File: src/rtl/regex_pc_scheduler_pkg.sv
// Shared types for the regex thread scheduler: FSM states and default queue sizing.
// No logic; pure declarations.
// Imported by the scheduler top and its interface users.
package regex_pc_scheduler_pkg;

    typedef enum logic [2:0] {
        IDLE,
        FETCH,
        RUN,
        FLUSH,
        DONE
    } sched_state_t;

    localparam int DEFAULT_FIFO_WIDTH_POWER_OF_2 = 3;

endpackage

File: src/rtl/regex_pc_scheduler_if.sv
// Bundle of the controller, character-stream and CPU handshakes around the scheduler.
// master = scheduler side, slave = controller/CPU/stream side.
// Pure wiring; no latency or backpressure of its own.
interface regex_pc_scheduler_if #(
    parameter int PC_WIDTH        = 8,
    parameter int CHARACTER_WIDTH = 8
);
    logic                       start_valid;
    logic [PC_WIDTH-1:0]        start_pc;
    logic                       start_ready;
    logic                       in_char_valid;
    logic [CHARACTER_WIDTH-1:0] in_char;
    logic                       in_char_last;
    logic                       in_char_ready;
    logic [CHARACTER_WIDTH-1:0] current_character;
    logic                       cpu_input_pc_valid;
    logic [PC_WIDTH-1:0]        cpu_input_pc;
    logic                       cpu_input_pc_ready;
    logic                       cpu_output_pc_valid;
    logic [PC_WIDTH-1:0]        cpu_output_pc;
    logic                       cpu_output_pc_is_directed_to_current;
    logic                       cpu_output_pc_ready;
    logic                       cpu_accepts;
    logic                       cpu_running;
    logic                       done;
    logic                       accepted;

    modport master (
        input  start_valid, start_pc, in_char_valid, in_char, in_char_last,
               cpu_input_pc_ready, cpu_output_pc_valid, cpu_output_pc,
               cpu_output_pc_is_directed_to_current, cpu_accepts, cpu_running,
        output start_ready, in_char_ready, current_character, cpu_input_pc_valid,
               cpu_input_pc, cpu_output_pc_ready, done, accepted
    );

    modport slave (
        output start_valid, start_pc, in_char_valid, in_char, in_char_last,
               cpu_input_pc_ready, cpu_output_pc_valid, cpu_output_pc,
               cpu_output_pc_is_directed_to_current, cpu_accepts, cpu_running,
        input  start_ready, in_char_ready, current_character, cpu_input_pc_valid,
               cpu_input_pc, cpu_output_pc_ready, done, accepted
    );

endinterface

File: src/rtl/regex_pc_fifo.sv
// Synchronous PC queue, 2^DEPTH_POW2 entries, with a synchronous clear.
// Latency: pushed entry visible at head the cycle after the push; head is combinational.
// Backpressure: exposes full/empty; a push on full is taken only alongside a pop.
module regex_pc_fifo #(
    parameter int WIDTH      = 8,
    parameter int DEPTH_POW2 = 3
) (
    input  logic             clk,
    input  logic             rst,
    input  logic             clear,
    input  logic             push,
    input  logic [WIDTH-1:0] push_data,
    input  logic             pop,
    output logic [WIDTH-1:0] head,
    output logic             full,
    output logic             empty
);

    localparam int                  DEPTH    = 1 << DEPTH_POW2;
    localparam logic [DEPTH_POW2:0] FULL_CNT = (DEPTH_POW2 + 1)'(DEPTH);
    localparam logic [DEPTH_POW2:0] CNT_ONE  = (DEPTH_POW2 + 1)'(1);
    localparam logic [DEPTH_POW2-1:0] PTR_ONE = DEPTH_POW2'(1);

    logic [WIDTH-1:0]      mem [DEPTH];
    logic [DEPTH_POW2-1:0] rd_ptr;
    logic [DEPTH_POW2-1:0] wr_ptr;
    logic [DEPTH_POW2:0]   count;
    logic                  do_push;
    logic                  do_pop;

    assign empty   = (count == '0);
    assign full    = (count == FULL_CNT);
    assign head    = mem[rd_ptr];
    assign do_pop  = pop && !empty;
    assign do_push = push && (!full || do_pop);

    always_ff @(posedge clk) begin
        if (rst || clear) begin
            rd_ptr <= '0;
            wr_ptr <= '0;
            count  <= '0;
        end else begin
            if (do_push) wr_ptr <= wr_ptr + PTR_ONE;
            if (do_pop)  rd_ptr <= rd_ptr + PTR_ONE;
            case ({do_push, do_pop})
                2'b10:   count <= count + CNT_ONE;
                2'b01:   count <= count - CNT_ONE;
                default: count <= count;
            endcase
        end
    end

    always_ff @(posedge clk) begin
        if (do_push && !rst && !clear) mem[wr_ptr] <= push_data;
    end

endmodule

File: src/rtl/regex_pc_scheduler.sv
// Thread scheduler around the regex CPU: feeds PCs per character, routes produced PCs to cur/nxt queues.
// Latency: start->FETCH 1 cycle; char latch->first PC offer 1 cycle; queue swap->FETCH 1 cycle.
// Backpressure: produced PCs stall while either queue is full; FLUSH sinks every produced PC.
module regex_pc_scheduler
    import regex_pc_scheduler_pkg::*;
#(
    parameter int PC_WIDTH              = 8,
    parameter int CHARACTER_WIDTH       = 8,
    parameter int FIFO_WIDTH_POWER_OF_2 = DEFAULT_FIFO_WIDTH_POWER_OF_2
) (
    input logic                   clk,
    input logic                   rst,
    regex_pc_scheduler_if.master  bus
);

    sched_state_t               state, state_nxt;
    logic                       cur_sel, cur_sel_nxt;
    logic                       last_seen;
    logic                       accepted_q;
    logic                       in_hs_q;
    logic [CHARACTER_WIDTH-1:0] cur_char_q;

    logic [PC_WIDTH-1:0] head_a, head_b, cur_head;
    logic                full_a, full_b, empty_a, empty_b;
    logic                cur_full, cur_empty, nxt_full, nxt_empty;

    logic                start_ready_w, in_char_ready_w, in_pc_valid_w, out_pc_ready_w;
    logic                start_hs, char_hs, in_hs, out_hs, quiescent;

    logic                push_cur, push_nxt, pop_cur, clear_q, acc_load, acc_val;
    logic [PC_WIDTH-1:0] push_cur_data;

    assign cur_head  = cur_sel ? head_b  : head_a;
    assign cur_full  = cur_sel ? full_b  : full_a;
    assign cur_empty = cur_sel ? empty_b : empty_a;
    assign nxt_full  = cur_sel ? full_a  : full_b;
    assign nxt_empty = cur_sel ? empty_a : empty_b;

    assign start_ready_w   = (state == IDLE) && !rst;
    assign in_char_ready_w = (state == FETCH) && bus.in_char_valid;
    assign in_pc_valid_w   = (state == RUN) && !cur_empty;
    assign out_pc_ready_w  = ((state == RUN) && !cur_full && !nxt_full) || (state == FLUSH);

    assign start_hs = bus.start_valid && start_ready_w;
    assign char_hs  = in_char_ready_w;
    assign in_hs    = in_pc_valid_w && bus.cpu_input_pc_ready;
    assign out_hs   = bus.cpu_output_pc_valid && out_pc_ready_w;

    // A PC handed over last cycle may not yet show up in cpu_running.
    assign quiescent = cur_empty && !bus.cpu_running && !bus.cpu_output_pc_valid
                       && !in_hs && !in_hs_q;

    always_comb begin
        state_nxt     = state;
        cur_sel_nxt   = cur_sel;
        push_cur      = 1'b0;
        push_nxt      = 1'b0;
        push_cur_data = bus.cpu_output_pc;
        pop_cur       = 1'b0;
        clear_q       = 1'b0;
        acc_load      = 1'b0;
        acc_val       = 1'b0;
        case (state)
            IDLE: begin
                if (start_hs) begin
                    push_cur      = 1'b1;
                    push_cur_data = bus.start_pc;
                    state_nxt     = FETCH;
                end
            end
            FETCH: begin
                if (char_hs) state_nxt = RUN;
            end
            RUN: begin
                pop_cur = in_hs;
                if (out_hs) begin
                    push_cur = bus.cpu_output_pc_is_directed_to_current;
                    push_nxt = !bus.cpu_output_pc_is_directed_to_current;
                end
                if (bus.cpu_accepts) begin
                    state_nxt = FLUSH;
                end else if (quiescent) begin
                    if (nxt_empty || last_seen) begin
                        state_nxt = DONE;
                        clear_q   = 1'b1;
                        acc_load  = 1'b1;
                    end else begin
                        cur_sel_nxt = !cur_sel;
                        state_nxt   = FETCH;
                    end
                end
            end
            FLUSH: begin
                if (!bus.cpu_running && !bus.cpu_output_pc_valid) begin
                    state_nxt = DONE;
                    clear_q   = 1'b1;
                    acc_load  = 1'b1;
                    acc_val   = 1'b1;
                end
            end
            DONE: begin
                state_nxt = IDLE;
            end
            default: state_nxt = IDLE;
        endcase
    end

    always_ff @(posedge clk) begin
        if (rst) begin
            state      <= IDLE;
            cur_sel    <= 1'b0;
            last_seen  <= 1'b0;
            accepted_q <= 1'b0;
            in_hs_q    <= 1'b0;
            cur_char_q <= '0;
        end else begin
            state   <= state_nxt;
            cur_sel <= cur_sel_nxt;
            in_hs_q <= in_hs;
            if (char_hs) begin
                cur_char_q <= bus.in_char;
                last_seen  <= bus.in_char_last;
            end
            if (start_hs)      accepted_q <= 1'b0;
            else if (acc_load) accepted_q <= acc_val;
        end
    end

    regex_pc_fifo #(
        .WIDTH      (PC_WIDTH),
        .DEPTH_POW2 (FIFO_WIDTH_POWER_OF_2)
    ) u_fifo_a (
        .clk       (clk),
        .rst       (rst),
        .clear     (clear_q),
        .push      (cur_sel ? push_nxt : push_cur),
        .push_data (cur_sel ? bus.cpu_output_pc : push_cur_data),
        .pop       (!cur_sel && pop_cur),
        .head      (head_a),
        .full      (full_a),
        .empty     (empty_a)
    );

    regex_pc_fifo #(
        .WIDTH      (PC_WIDTH),
        .DEPTH_POW2 (FIFO_WIDTH_POWER_OF_2)
    ) u_fifo_b (
        .clk       (clk),
        .rst       (rst),
        .clear     (clear_q),
        .push      (cur_sel ? push_cur : push_nxt),
        .push_data (cur_sel ? push_cur_data : bus.cpu_output_pc),
        .pop       (cur_sel && pop_cur),
        .head      (head_b),
        .full      (full_b),
        .empty     (empty_b)
    );

    assign bus.start_ready         = start_ready_w;
    assign bus.in_char_ready       = in_char_ready_w;
    assign bus.current_character   = cur_char_q;
    assign bus.cpu_input_pc_valid  = in_pc_valid_w;
    assign bus.cpu_input_pc        = in_pc_valid_w ? cur_head : '0;
    assign bus.cpu_output_pc_ready = out_pc_ready_w;
    assign bus.done                = (state == DONE);
    assign bus.accepted            = accepted_q;

endmodule

File: src/flat_wrapper.sv
// flat-port wrapper written by rule: the top's interface ports become plain ports
module regex_pc_scheduler_flat import regex_pc_scheduler_pkg::*;
#(
    parameter int PC_WIDTH              = 8,
    parameter int CHARACTER_WIDTH       = 8,
    parameter int FIFO_WIDTH_POWER_OF_2 = DEFAULT_FIFO_WIDTH_POWER_OF_2
)
  (clk, rst, bus_start_valid, bus_start_pc, bus_in_char_valid, bus_in_char, bus_in_char_last, bus_cpu_input_pc_ready, bus_cpu_output_pc_valid, bus_cpu_output_pc, bus_cpu_output_pc_is_directed_to_current, bus_cpu_accepts, bus_cpu_running, bus_start_ready, bus_in_char_ready, bus_current_character, bus_cpu_input_pc_valid, bus_cpu_input_pc, bus_cpu_output_pc_ready, bus_done, bus_accepted);
  regex_pc_scheduler_if #(.PC_WIDTH(PC_WIDTH), .CHARACTER_WIDTH(CHARACTER_WIDTH)) bus_i ();
  input logic clk;
  input logic rst;
  input wire logic [$bits(bus_i.start_valid)-1:0] bus_start_valid;
  input wire logic [$bits(bus_i.start_pc)-1:0] bus_start_pc;
  input wire logic [$bits(bus_i.in_char_valid)-1:0] bus_in_char_valid;
  input wire logic [$bits(bus_i.in_char)-1:0] bus_in_char;
  input wire logic [$bits(bus_i.in_char_last)-1:0] bus_in_char_last;
  input wire logic [$bits(bus_i.cpu_input_pc_ready)-1:0] bus_cpu_input_pc_ready;
  input wire logic [$bits(bus_i.cpu_output_pc_valid)-1:0] bus_cpu_output_pc_valid;
  input wire logic [$bits(bus_i.cpu_output_pc)-1:0] bus_cpu_output_pc;
  input wire logic [$bits(bus_i.cpu_output_pc_is_directed_to_current)-1:0] bus_cpu_output_pc_is_directed_to_current;
  input wire logic [$bits(bus_i.cpu_accepts)-1:0] bus_cpu_accepts;
  input wire logic [$bits(bus_i.cpu_running)-1:0] bus_cpu_running;
  output wire logic [$bits(bus_i.start_ready)-1:0] bus_start_ready;
  output wire logic [$bits(bus_i.in_char_ready)-1:0] bus_in_char_ready;
  output wire logic [$bits(bus_i.current_character)-1:0] bus_current_character;
  output wire logic [$bits(bus_i.cpu_input_pc_valid)-1:0] bus_cpu_input_pc_valid;
  output wire logic [$bits(bus_i.cpu_input_pc)-1:0] bus_cpu_input_pc;
  output wire logic [$bits(bus_i.cpu_output_pc_ready)-1:0] bus_cpu_output_pc_ready;
  output wire logic [$bits(bus_i.done)-1:0] bus_done;
  output wire logic [$bits(bus_i.accepted)-1:0] bus_accepted;
  assign bus_i.start_valid = bus_start_valid;
  assign bus_i.start_pc = bus_start_pc;
  assign bus_i.in_char_valid = bus_in_char_valid;
  assign bus_i.in_char = bus_in_char;
  assign bus_i.in_char_last = bus_in_char_last;
  assign bus_i.cpu_input_pc_ready = bus_cpu_input_pc_ready;
  assign bus_i.cpu_output_pc_valid = bus_cpu_output_pc_valid;
  assign bus_i.cpu_output_pc = bus_cpu_output_pc;
  assign bus_i.cpu_output_pc_is_directed_to_current = bus_cpu_output_pc_is_directed_to_current;
  assign bus_i.cpu_accepts = bus_cpu_accepts;
  assign bus_i.cpu_running = bus_cpu_running;
  assign bus_start_ready = bus_i.start_ready;
  assign bus_in_char_ready = bus_i.in_char_ready;
  assign bus_current_character = bus_i.current_character;
  assign bus_cpu_input_pc_valid = bus_i.cpu_input_pc_valid;
  assign bus_cpu_input_pc = bus_i.cpu_input_pc;
  assign bus_cpu_output_pc_ready = bus_i.cpu_output_pc_ready;
  assign bus_done = bus_i.done;
  assign bus_accepted = bus_i.accepted;
  regex_pc_scheduler #(.PC_WIDTH(PC_WIDTH), .CHARACTER_WIDTH(CHARACTER_WIDTH), .FIFO_WIDTH_POWER_OF_2(FIFO_WIDTH_POWER_OF_2)) u_core (.clk(clk), .rst(rst), .bus(bus_i));
endmodule
File: config.mk
export PLATFORM = sky130hd
export DESIGN_NAME = regex_pc_scheduler_flat
export DESIGN_NICKNAME = d
export VERILOG_FILES = /design/src/rtl/regex_pc_scheduler_pkg.sv /design/src/rtl/regex_pc_scheduler_if.sv /design/src/rtl/regex_pc_fifo.sv /design/src/rtl/regex_pc_scheduler.sv /design/src/flat_wrapper.sv
export SDC_FILE = /design/constraint.sdc
export NUM_CORES = 1
export LEC_CHECK = 0
export BUFFER_PORTS_ARGS = -buffer_cell sky130_fd_sc_hd__buf_2
export CAP_MARGIN = 20
export CORE_MARGIN = 4
export CORE_UTILIZATION = 45
export DETAILED_ROUTE_END_ITERATION = 16
export GPL_TIMING_DRIVEN = 0
export PLACE_DENSITY_LB_ADDON = 0.12
export SYNTH_ARGS = -nofsm -noshare
export SYNTH_HDL_FRONTEND = slang
export SYNTH_HIERARCHICAL = 1
export SYNTH_SLANG_ARGS = --single-unit
File: constraint.sdc
create_clock -name clk -period 3.8 [get_ports clk]
set_input_delay 0.76 -clock clk [delete_from_list [all_inputs] [get_ports clk]]
set_output_delay 0.76 -clock clk [all_outputs]
set_load 0.02 [all_outputs]
==> out/qor.yml <==
synthesis:
  syn_nets: 537
  synthCells: 493
  synth_edf_count: 128
  ys_top_cells_by_area: "edfxtp_1, dfxtp_1, mux4_1"
  ys_warn_count: 6
  synthTopCellsByCount: "edfxtp_1, nor2_1, dfxtp_1, mux2_2, nand2_1"
  yosysTopAreaCell: "edfxtp_1"
  ys_seq_elements: 169
  seq_area_frac_synth_pct: 62.1
  netlist_area_sq_um: 7510
  async_flop_share_pct: 0
  yosysMostFrequentCell: "edfxtp_1"
  synth_top_area_share_pct: 51.2
  avgSynthCellArea_sq_um: 15.2
  ys.flop_type: "edfxtp_1"
  yosys.cell_types.count: 53
placed_design:
  dp_hpwl_mm: 10.7
  post-place-cells: 768
  dpl_cell_area_sq_um: 8080
  gp_congestion: 0.878
  port_buffers: 55
  place_ws_ns: -0.161
power_and_ir_drop:
  p_leak_nw: 3.03
  power_mw: 3.79
  p_per_area_nw_per_um2: 435
  max-vdd-ir-drop_mv: 0.269
drt:
  first_iter_violations: 203
  drtPass1Iterations: 4
  drc: 0
  dr_total_vias: 4321
  wl_per_cell_microns: 19.0
  wl_mm: 15.2
  ant_nets: 0
  viasPerCell: 5.40
critical_path:
  r2r-end: "u_core/u_fifo_b/mem[0][4]$_DFFE_PP_"
  worst-setup-path-type: "reg2reg"
  r2r_slack_ns: 0.25
  start_kind: "flip-flop"
  worstSetupEndpointType: "flip-flop"
  crit_end: "u_core/u_fifo_b/mem[0][4]$_DFFE_PP_"
  rr_startpoint: "u_core/u_fifo_a/count[0]$_SDFFE_PP0P_"
  critPathMaxFanout: 9
  reg2reg_depth: 12
  crit_path_start: "u_core/u_fifo_a/count[0]$_SDFFE_PP0P_"
  cp_data_required_time_ns: 3.91
  crit_arrival_ns: 3.66
clock_tree:
  cts_buffers: 17
  tritoncts: "yes"
  clk_pin_slew_worst_paths_ns: 0.06
  ctsLongestPathBuffers: 2
  htreeDepth: 4
  root_buffer: "clkbuf_16"
  cts.sinks: 169
  insertion_delay_ns: 0.41
sta:
  setup_tns_ns: 0
  fmax_mhz: 282
  period_minus_slack_ns: 3.55
  finalCritPeriodShare_pct: 93.4
  setup_viol: 0
  final-max-slew-violation-count: 0
  max_slew.worst_pin.slew_ns: 0.779
  finalWorstSetupSlack_ns: 0.251
  rsz0062_at_grt: "no"
  max-slew-margin-rel_pct: 48.0
  finClkSkew_ns: 0.00797
  hold_violations: 0
finish:
  final_design_area_no_fill_sq_um: 8710
  nets: 615
  area_delta_synth_final_pct: 16.0
  finalNonFillerCells: 800
  drive_above_1_share_pct: 30.7
run:
  maxCapViolations: 0
global_route:
  overflow: 0
  first_global_vias: 4277
  grt_use_total_pct: 17.1
  grt-busiest-layer: "met2"
  antenna_found_initial: 2
  grt_use_met3_pct: 4.60
  use_met1_pct: 23.3
  grt_pass1_wl_mm: 23.5
  use_met2_pct: 27.1
  grt_max_degree: 17
die:
  rows: 46
  die_h_microns: 137
  coreArea_sq_um: 16100
  die_x_microns: 137
  die_area_sq_um: 18800
  initial_utilization_pct: 46.6
  io_pins: 56
min_path:
  worstHoldPathCells: 2
  hp-class: "reg2reg"
  min_from: "u_core/bus.current_character[5]$_SDFFE_PP0P_"
outcome:
  status: "finished clean"
## kinds of logic after synthesis
group / Yosys count / share of synthesized area [%]
multiplexers: 83 / 18.4
AO/OA/AOI/OAI: 46 / 4.60
XOR/XNOR: 14 / 1.63
adder cells (fa/ha/maj): 10 / 1.87
AND/OR/NAND/NOR: 134 / 8.71
flip-flops: 169 / 62.1
buffers and inverters: 37 / 2.70
## sequential cells by signal (all words and copies together), names as in the netlist, named ones only
name / cells
u_core/u_fifo_a/mem: 64
u_core/in_hs_q: 1
u_core/u_fifo_b/mem: 64
u_core/bus.accepted: 1
u_core/cur_sel: 1
u_core/u_fifo_b/count: 4
u_core/bus.current_character: 8
u_core/u_fifo_b/wr_ptr: 3
u_core/u_fifo_a/count: 4
u_core/u_fifo_a/wr_ptr: 3
u_core/u_fifo_b/rd_ptr: 3
u_core/u_fifo_a/rd_ptr: 3
u_core/last_seen: 1
u_core/state: 3
## repair_timing
action | 4_1_cts | 5_1_grt
gates resized for setup | 9 | 12
hold buffers | 0 | 0
endpoints found under the hold margin | 0 | 0
endpoints found under the setup margin | 86 | 130
buffers inserted | 0 | 0
## power by group
part           internal [mW]  total, mW  switching [mW]
combinational         0.0703      0.180           0.110
sequential              2.01       2.02          0.0123
clock                  0.900       1.59           0.687
## critical path, cell delays in order, from the launching register on
cell	delay, ns
dfxtp_1	0.47
or3_4	0.22
nor2_1	0.07
mux2i_2	0.27
nand3_2	0.30
inv_1	0.17
and3_1	0.19
buf_2	0.19
nand2b_1	0.16
o21ai_2	0.09
or3_1	0.49
nor3_2	0.36
buf_2	0.27
## placed cells by master, fill, tap and decap left out, types with 4 or more instances in the layout
master       n
a211oi_1     4
a21oi_1     15
and3_1       4
buf_2       62
clkbuf_1     8
clkbuf_16   17
dfxtp_1     41
edfxtp_1   128
ha_1         8
inv_1       14
mux2_2      28
mux2_4       8
mux2i_1     14
mux4_1      20
mux4_2      12
nand2_1     28
nand2b_1     9
nand3_1      5
nand3b_1     4
nor2_1      42
nor2_2      10
o211ai_1     4
o21ai_2      4
or3_1        4
xnor2_1      8
xor2_1       6
## area by class of cell
type	count	area (sq um)
Antenna cell	1	2.50
Buffer	22	146
Clock buffer	17	425
Clock inverter	14	125
Fill cell	1361	7410
Inverter	15	56.3
Multi-Input combinational cell	287	2720
Sequential cell	169	4660
Tap cell	216	270
Timing Repair Buffer	59	300
## layer usage
layer / share of wire (%) / vias to the layer above
met5: 0.18 / -
met4: 0.64 / 4
met3: 7.0 / 10
met2: 48 / 125
met1: 45 / 2126
li1: - / 2056
## how the worst min path moves through the flow
stage,to
detailed placement,u_core/bus.current_character[3]$_SDFFE_PP0P_
global route,u_core/bus.current_character[5]$_SDFFE_PP0P_
CTS,u_core/bus.current_character[3]$_SDFFE_PP0P_
finish,u_core/bus.current_character[5]$_SDFFE_PP0P_
global placement,u_core/bus.current_character[0]$_SDFFE_PP0P_
floorplan,u_core/last_seen$_SDFFE_PP0P_
## stage by stage
step	hold slack, ns	utilization (%)
after CTS	0.462	53.7
after global placement	0.442	50.0
after global routing	0.480	54.0
after detailed placement	0.452	50.1
after floorplan	0.450	-
final	0.461	54.0
Note: power is estimated with default switching activity, not from simulation.
